**src/rtl/float_op_dispatcher_if.sv**
```systemverilog
// Request, FU and response buses of the float add/sub issue stage.
// The slave modport is the dispatcher's view; master is the environment's.
interface float_op_dispatcher_if #(
    parameter int PRECISION = 32,
    parameter int TAG_W     = 4
);
    logic                 req_valid;
    logic                 req_ready;
    logic [PRECISION-1:0] req_a;
    logic [PRECISION-1:0] req_b;
    logic                 req_op;
    logic [TAG_W-1:0]     req_tag;

    logic [PRECISION-1:0] fu_inA;
    logic [PRECISION-1:0] fu_inB;
    logic                 fu_op;
    logic                 fu_load;
    logic [PRECISION-1:0] fu_out;
    logic                 fu_valid;

    logic                 rsp_valid;
    logic                 rsp_ready;
    logic [PRECISION-1:0] rsp_result;
    logic [TAG_W-1:0]     rsp_tag;
    logic                 rsp_timeout;
    logic                 busy;

    modport slave (
        input  req_valid, req_a, req_b, req_op, req_tag,
        input  fu_out, fu_valid,
        input  rsp_ready,
        output req_ready,
        output fu_inA, fu_inB, fu_op, fu_load,
        output rsp_valid, rsp_result, rsp_tag, rsp_timeout, busy
    );

    modport master (
        output req_valid, req_a, req_b, req_op, req_tag,
        output fu_out, fu_valid,
        output rsp_ready,
        input  req_ready,
        input  fu_inA, fu_inB, fu_op, fu_load,
        input  rsp_valid, rsp_result, rsp_tag, rsp_timeout, busy
    );
endinterface

```
**src/rtl/float_op_dispatcher.sv**
```systemverilog
// Issue stage for the float add/sub FU: request FIFO, multi-cycle load pulse,
// result capture with tag, and a timeout that answers with canonical NaN.
module float_op_dispatcher #(
    parameter int PRECISION   = 32,
    parameter int DEPTH       = 4,
    parameter int TAG_W       = 4,
    parameter int LOAD_CYCLES = 2,
    parameter int MAX_WAIT    = 255
) (
    input  logic                  clk,
    input  logic                  rst,
    float_op_dispatcher_if.slave  bus
);
    localparam int PTR_W  = $clog2(DEPTH);
    localparam int CNT_W  = PTR_W + 1;
    localparam int WAIT_W = $clog2(MAX_WAIT + 1);
    localparam int LC_W   = (LOAD_CYCLES > 1) ? $clog2(LOAD_CYCLES) : 1;

    localparam logic [CNT_W-1:0]     FULL_CNT  = CNT_W'(DEPTH);
    localparam logic [LC_W-1:0]      LOAD_LAST = LC_W'(LOAD_CYCLES - 1);
    localparam logic [WAIT_W-1:0]    WAIT_LAST = WAIT_W'(MAX_WAIT - 1);
    localparam logic [WAIT_W-1:0]    WAIT_SAT  = WAIT_W'(MAX_WAIT);
    localparam logic [PRECISION-1:0] CANON_NAN = {1'b0, {(PRECISION-1){1'b1}}};

    typedef struct packed {
        logic [PRECISION-1:0] a;
        logic [PRECISION-1:0] b;
        logic                 op;
        logic [TAG_W-1:0]     tag;
    } entry_t;

    typedef enum logic [1:0] {S_IDLE, S_LOAD, S_WAIT, S_RESP} state_t;

    entry_t               mem [DEPTH];
    logic [PTR_W-1:0]     wr_ptr, rd_ptr;
    logic [CNT_W-1:0]     count;
    logic                 full, empty, push, pop;

    state_t               state, state_next;
    logic [LC_W-1:0]      load_cnt;
    logic [WAIT_W-1:0]    wait_cnt;
    logic                 cap_fu, cap_to;

    logic [PRECISION-1:0] op_a, op_b, result;
    logic                 op_op, timeout;
    logic [TAG_W-1:0]     op_tag, rsp_tag_q;

    assign full  = (count == FULL_CNT);
    assign empty = (count == '0);
    assign push  = bus.req_valid && !full;

    always_ff @(posedge clk) begin
        if (push) begin
            mem[wr_ptr] <= '{a: bus.req_a, b: bus.req_b, op: bus.req_op, tag: bus.req_tag};
        end
    end

    always_ff @(posedge clk) begin
        if (rst) begin
            wr_ptr <= '0;
            rd_ptr <= '0;
            count  <= '0;
        end else begin
            if (push) wr_ptr <= wr_ptr + PTR_W'(1);
            if (pop)  rd_ptr <= rd_ptr + PTR_W'(1);
            case ({push, pop})
                2'b10:   count <= count + CNT_W'(1);
                2'b01:   count <= count - CNT_W'(1);
                default: count <= count;
            endcase
        end
    end

    always_ff @(posedge clk) begin
        if (rst) state <= S_IDLE;
        else     state <= state_next;
    end

    // Pop only from registered occupancy; RESP pops directly into LOAD to avoid an IDLE bubble.
    always_comb begin
        state_next = state;
        pop        = 1'b0;
        cap_fu     = 1'b0;
        cap_to     = 1'b0;
        case (state)
            S_IDLE: begin
                if (!empty) begin
                    pop        = 1'b1;
                    state_next = S_LOAD;
                end
            end
            S_LOAD: begin
                if (load_cnt == LOAD_LAST) state_next = S_WAIT;
            end
            S_WAIT: begin
                if (bus.fu_valid) begin
                    cap_fu     = 1'b1;
                    state_next = S_RESP;
                end else if (wait_cnt == WAIT_LAST) begin
                    cap_to     = 1'b1;
                    state_next = S_RESP;
                end
            end
            S_RESP: begin
                if (bus.rsp_ready) begin
                    if (!empty) begin
                        pop        = 1'b1;
                        state_next = S_LOAD;
                    end else begin
                        state_next = S_IDLE;
                    end
                end
            end
            default: state_next = S_IDLE;
        endcase
    end

    always_ff @(posedge clk) begin
        if (rst) begin
            load_cnt <= '0;
            wait_cnt <= '0;
        end else begin
            if (pop)                   load_cnt <= '0;
            else if (state == S_LOAD)  load_cnt <= load_cnt + LC_W'(1);

            if (state == S_LOAD)                           wait_cnt <= '0;
            else if (state == S_WAIT && wait_cnt != WAIT_SAT) wait_cnt <= wait_cnt + WAIT_W'(1);
        end
    end

    always_ff @(posedge clk) begin
        if (rst) begin
            op_a      <= '0;
            op_b      <= '0;
            op_op     <= 1'b0;
            op_tag    <= '0;
            result    <= '0;
            rsp_tag_q <= '0;
            timeout   <= 1'b0;
        end else begin
            if (pop) begin
                op_a   <= mem[rd_ptr].a;
                op_b   <= mem[rd_ptr].b;
                op_op  <= mem[rd_ptr].op;
                op_tag <= mem[rd_ptr].tag;
            end
            if (cap_fu || cap_to) begin
                result    <= cap_fu ? bus.fu_out : CANON_NAN;
                rsp_tag_q <= op_tag;
                timeout   <= cap_to;
            end
        end
    end

    assign bus.req_ready   = !full;
    assign bus.fu_inA      = op_a;
    assign bus.fu_inB      = op_b;
    assign bus.fu_op       = op_op;
    assign bus.fu_load     = (state == S_LOAD);
    assign bus.rsp_valid   = (state == S_RESP);
    assign bus.rsp_result  = result;
    assign bus.rsp_tag     = rsp_tag_q;
    assign bus.rsp_timeout = timeout;
    assign bus.busy        = (state != S_IDLE) || !empty;
endmodule

```
**src/flat_wrapper.sv**
```systemverilog
// flat-port wrapper written by rule: the top's interface ports become plain ports
module float_op_dispatcher_flat 
#(
    parameter int PRECISION   = 32,
    parameter int DEPTH       = 4,
    parameter int TAG_W       = 4,
    parameter int LOAD_CYCLES = 2,
    parameter int MAX_WAIT    = 255
)
  (clk, rst, bus_req_valid, bus_req_a, bus_req_b, bus_req_op, bus_req_tag, bus_fu_out, bus_fu_valid, bus_rsp_ready, bus_req_ready, bus_fu_inA, bus_fu_inB, bus_fu_op, bus_fu_load, bus_rsp_valid, bus_rsp_result, bus_rsp_tag, bus_rsp_timeout, bus_busy);
  float_op_dispatcher_if #(.PRECISION(PRECISION), .TAG_W(TAG_W)) bus_i ();
  input  logic clk;
  input  logic rst;
  input wire logic [$bits(bus_i.req_valid)-1:0] bus_req_valid;
  input wire logic [$bits(bus_i.req_a)-1:0] bus_req_a;
  input wire logic [$bits(bus_i.req_b)-1:0] bus_req_b;
  input wire logic [$bits(bus_i.req_op)-1:0] bus_req_op;
  input wire logic [$bits(bus_i.req_tag)-1:0] bus_req_tag;
  input wire logic [$bits(bus_i.fu_out)-1:0] bus_fu_out;
  input wire logic [$bits(bus_i.fu_valid)-1:0] bus_fu_valid;
  input wire logic [$bits(bus_i.rsp_ready)-1:0] bus_rsp_ready;
  output wire logic [$bits(bus_i.req_ready)-1:0] bus_req_ready;
  output wire logic [$bits(bus_i.fu_inA)-1:0] bus_fu_inA;
  output wire logic [$bits(bus_i.fu_inB)-1:0] bus_fu_inB;
  output wire logic [$bits(bus_i.fu_op)-1:0] bus_fu_op;
  output wire logic [$bits(bus_i.fu_load)-1:0] bus_fu_load;
  output wire logic [$bits(bus_i.rsp_valid)-1:0] bus_rsp_valid;
  output wire logic [$bits(bus_i.rsp_result)-1:0] bus_rsp_result;
  output wire logic [$bits(bus_i.rsp_tag)-1:0] bus_rsp_tag;
  output wire logic [$bits(bus_i.rsp_timeout)-1:0] bus_rsp_timeout;
  output wire logic [$bits(bus_i.busy)-1:0] bus_busy;
  assign bus_i.req_valid = bus_req_valid;
  assign bus_i.req_a = bus_req_a;
  assign bus_i.req_b = bus_req_b;
  assign bus_i.req_op = bus_req_op;
  assign bus_i.req_tag = bus_req_tag;
  assign bus_i.fu_out = bus_fu_out;
  assign bus_i.fu_valid = bus_fu_valid;
  assign bus_i.rsp_ready = bus_rsp_ready;
  assign bus_req_ready = bus_i.req_ready;
  assign bus_fu_inA = bus_i.fu_inA;
  assign bus_fu_inB = bus_i.fu_inB;
  assign bus_fu_op = bus_i.fu_op;
  assign bus_fu_load = bus_i.fu_load;
  assign bus_rsp_valid = bus_i.rsp_valid;
  assign bus_rsp_result = bus_i.rsp_result;
  assign bus_rsp_tag = bus_i.rsp_tag;
  assign bus_rsp_timeout = bus_i.rsp_timeout;
  assign bus_busy = bus_i.busy;
  float_op_dispatcher #(.PRECISION(PRECISION), .DEPTH(DEPTH), .TAG_W(TAG_W), .LOAD_CYCLES(LOAD_CYCLES), .MAX_WAIT(MAX_WAIT)) u_core (.clk(clk), .rst(rst), .bus(bus_i));
endmodule
```
**config.mk**
```make
export PLATFORM = sky130hd
export DESIGN_NAME = float_op_dispatcher_flat
export DESIGN_NICKNAME = d
export VERILOG_FILES = /design/src/rtl/float_op_dispatcher_if.sv /design/src/rtl/float_op_dispatcher.sv /design/src/flat_wrapper.sv
export SDC_FILE = /design/constraint.sdc
export NUM_CORES = 1
export LEC_CHECK = 0
export ABC_AREA = 1
export BUFFER_PORTS_ARGS = -buffer_cell sky130_fd_sc_hd__buf_4
export CORE_MARGIN = 5
export CORE_UTILIZATION = 55
export DETAILED_ROUTE_END_ITERATION = 7
export PLACE_DENSITY = 0.77
export SYNTH_ARGS = -nofsm -noshare
export SYNTH_HDL_FRONTEND = slang
export SYNTH_SLANG_ARGS = --single-unit
```
**constraint.sdc**
```tcl
create_clock -name clk -period 12.34 [get_ports clk]
set_clock_uncertainty 0.15 [all_clocks]
set_input_delay 1.851 -clock clk [delete_from_list [all_inputs] [get_ports clk]]
set_output_delay 1.851 -clock clk [all_outputs]
set_load 0.01 [all_outputs]
```
==> flow_summary_export.csv <==
group,metric,value,unit
clock_tree,cts_num_sinks,400,
final_layout,design_area,0.0183,mm²
final_layout,syn_to_final_growth,19.9,%
final_layout,fin_nets,1684,
drt,drtIter0Drc,764,
logic_synthesis,dominantRegCellSynth,"edfxtp_1",
final_layout,drive_above_1_share,0.189,
worst_setup_path,ff2ff_setup_slack,8720,ps
clock_tree,ctsResizeCount,0,
sta,final-hold-violation-count,0,
final_layout,final_common_cell,"nor2_1",
clock_tree,clockRootBuffer,"clkbuf_16",
clock_tree,cts.reportedPaths.clkPinSlew,50,ps
job,cap_violations,0,
logic_synthesis,syn_area,0.0152,mm²
logic_synthesis,synthArstFlopShare,0,
worst_setup_path,cp_max_fo,73,
worst_setup_path,critPathCapture,"u_core.count[2]",
floorplan,io_pins,212,
worst_setup_path,worstPathRequired,12640,ps
floorplan,die_y,176,µm
sta,post-route-period-util,0.343,
power,power_density,204,mW/mm²
sta,fin_crit,4230,ps
logic_synthesis,synth.avg_cell_area,11.0,µm²
global_route,grt_pass1_vias,10300,
power,power.static_leakage,7.06,nW
final_layout,seq_area,0.0108,mm²
global_route,antenna_found_initial,4,
worst_setup_path,cp-startpoint,"bus_rsp_ready",
sta,rsz0062_at_grt,"no",
worst_setup_path,reg2reg_from,"u_core.state[0]",
logic_synthesis,yosysUniqueCellTypes,30,
drt,drc,0,
floorplan,dieArea,0.0311,mm²
sta,fmax,0.236,GHz
worst_setup_path,worst_setup_path_start_kind,"primary input",
drt,wirelength,33.0,mm
place,numPortBuffers,211,
global_route,grt_pass1_wl,52.3,mm
worst_setup_path,end_kind,"flip-flop",
floorplan,die_w,176,µm
clock_tree,cts_setup_buffers,0,
clock_tree,holdBufCountCts,0,
floorplan,initial_core_util,0.553,
floorplan,core_area,0.0276,mm²
final_layout,fillers,2051,
logic_synthesis,synth_seq_area_share,0.706,
logic_synthesis,synth_edf_count,276,
run_status,status,"finished, final reports clean",
clock_tree,clockBufferDepth,3,
sta,setup_viol,0,
worst_setup_path,critPathKind,"in2reg",
place,dpl.hpwl,18.5,mm
drt,wl_per_cell,16.7,µm
drt,via_per_inst,5.28,
logic_synthesis,ys_ff_latch,400,
global_route,grt_max_degree,121,
worst_setup_path,timing.rr.end,"u_core.count[2]",
logic_synthesis,syn_nets,1499,
floorplan,rows,61,
clock_tree,clock_latency,530,ps
sta,setup-tns-final,0,ps
place,globalplace.congestion,0.775,
worst_setup_path,r2r_cells,15,
global_route,overflow,0,
sta,worstMarginPinSlew,1210,ps
final_layout,multi_input_area,0.00387,mm²
drt,ant_nets,0,
drt,drt_first_pass_iters,5,
worst_setup_path,cp_data_arrival_time,4540,ps
clock_tree,htreeDepth,2,
sta,maxSlewHeadroom,0.192,
place,dpl_cell_area,0.0170,mm²
clock_tree,cts_made_buffers,40,
drt,dr_total_vias,10400,
clock_tree,cts_tree,"built",
sta,maxSlewViolCount,0,
logic_synthesis,synthCells,1380,
global_route,grtUsageTotal,0.209,
final_layout,final_cell_mix,"395 x nor2_1, 276 x edfxtp_1, 251 x o21ai_0",
logic_synthesis,yosys_warnings,0,
worst_hold_path,hp-class,"reg2reg",
power,ir_worst_vdd,0.000124,V
-- worst max-delay path, cell delays in order --
cell	delay [ps]
buf_4	80
a21o_1	160
nand3_4	60
buf_4	390
inv_2	120
buf_4	620
ha_1	260
inv_1	70
fa_1	430
a21oi_1	140
o21ai_0	120
nand2_1	70
nand2_1	40
nor2_1	80
-- worst min-delay path by stage --
| stage | to | start | cells past startpoint | slack, ps |
|---|---|---|---|---|
| after detailed placement | u_core.bus.rsp_timeout | u_core.bus.rsp_timeout | 2 | 310 |
| after floorplan | u_core.bus.rsp_tag[0] | u_core.op_tag[0] | 2 | 300 |
| after global placement | u_core.bus.rsp_timeout | u_core.bus.rsp_timeout | 2 | 310 |
| after global routing | u_core.bus.rsp_timeout | u_core.bus.rsp_timeout | 2 | 340 |
| final | u_core.bus.rsp_timeout | u_core.bus.rsp_timeout | 2 | 330 |
| after CTS | u_core.bus.rsp_timeout | u_core.bus.rsp_timeout | 2 | 320 |
-- metal layers --
layer  up-vias  track usage  share of wire
li1       5083            -              -
met1      4902        0.272           0.42
met2       381        0.352           0.47
met3        60       0.0518          0.085
met4         6       0.0619          0.023
met5         -            0         0.0015
-- registers in the layout, summed over array words and instances, names as in the netlist --
signal                  flops
u_core.bus.rsp_result      32
u_core.bus.fu_inB          32
u_core.bus.fu_op            1
u_core.count                3
u_core.wr_ptr               2
u_core.wait_cnt             8
u_core.state                2
u_core.mem                276
u_core.load_cnt             1
u_core.rd_ptr               2
u_core.bus.rsp_timeout      1
u_core.bus.fu_inA          32
u_core.op_tag               4
u_core.bus.rsp_tag          4
-- kinds of logic after synthesis --
group	Yosys count	synth area share
compound gates	340	0.113
buf+inv	131	0.0414
flops	400	0.706
simple gates	492	0.125
xor+xnor	4	0.00230
fa+ha+maj	13	0.0112
-- final cells by class --
type,count,share of cell area
multi-input combinational,849,0.212
inverter,53,0.0110
clock inverter,23,0.0114
clock buffer,51,0.0582
sequential,400,0.590
tap,378,0.0259
antenna,1,0.000137
timing repair buffer,221,0.0915
-- power breakdown --
group | internal (mW) | leakage (nW) | switching (mW)
Sequential | 1.62 | 3.55 | 0.0758
Clock | 0.678 | 0.609 | 0.485
Combinational | 0.294 | 2.90 | 0.575
Total | 2.59 | 7.06 | 1.14
-- cell usage after synthesis, types with 2 or more instances --
cell,instances,share of area
nand3_1,6,0.0020
o21ai_0,251,0.082
nor2_1,399,0.098
a31oi_1,16,0.0066
o21ai_1,52,0.017
dfxtp_1,124,0.16
inv_1,49,0.012
ha_1,12,0.0098
inv_2,3,0.00074
nand2_1,75,0.018
clkbuf_1,30,0.0074
buf_4,2,0.00098
buf_6,12,0.0089
clkbuf_2,3,0.00098
nor2_2,3,0.0012
edfxtp_1,276,0.54
xor2_1,4,0.0023
buf_2,30,0.0098
nand2_2,3,0.0012
nand3_4,2,0.0023
a21oi_1,19,0.0062
-- through the flow --
| step | cells | power [mW] | setup WS, ps | hold slack [ps] | utilization |
|---|---|---|---|---|---|
| after floorplan | 1380 | 2.28 | 6790 | 298 | - |
| after global placement | 1900 | 2.56 | 7580 | 309 | 0.616 |
| after detailed placement | 1900 | 2.59 | 7500 | 313 | 0.616 |
| after CTS | 1974 | 3.76 | 8030 | 322 | 0.662 |
| after global routing | 1976 | 3.95 | 7810 | 340 | 0.663 |
| final | 1976 | 3.73 | 8110 | 326 | 0.663 |
Power figures use the tool's default switching activity.
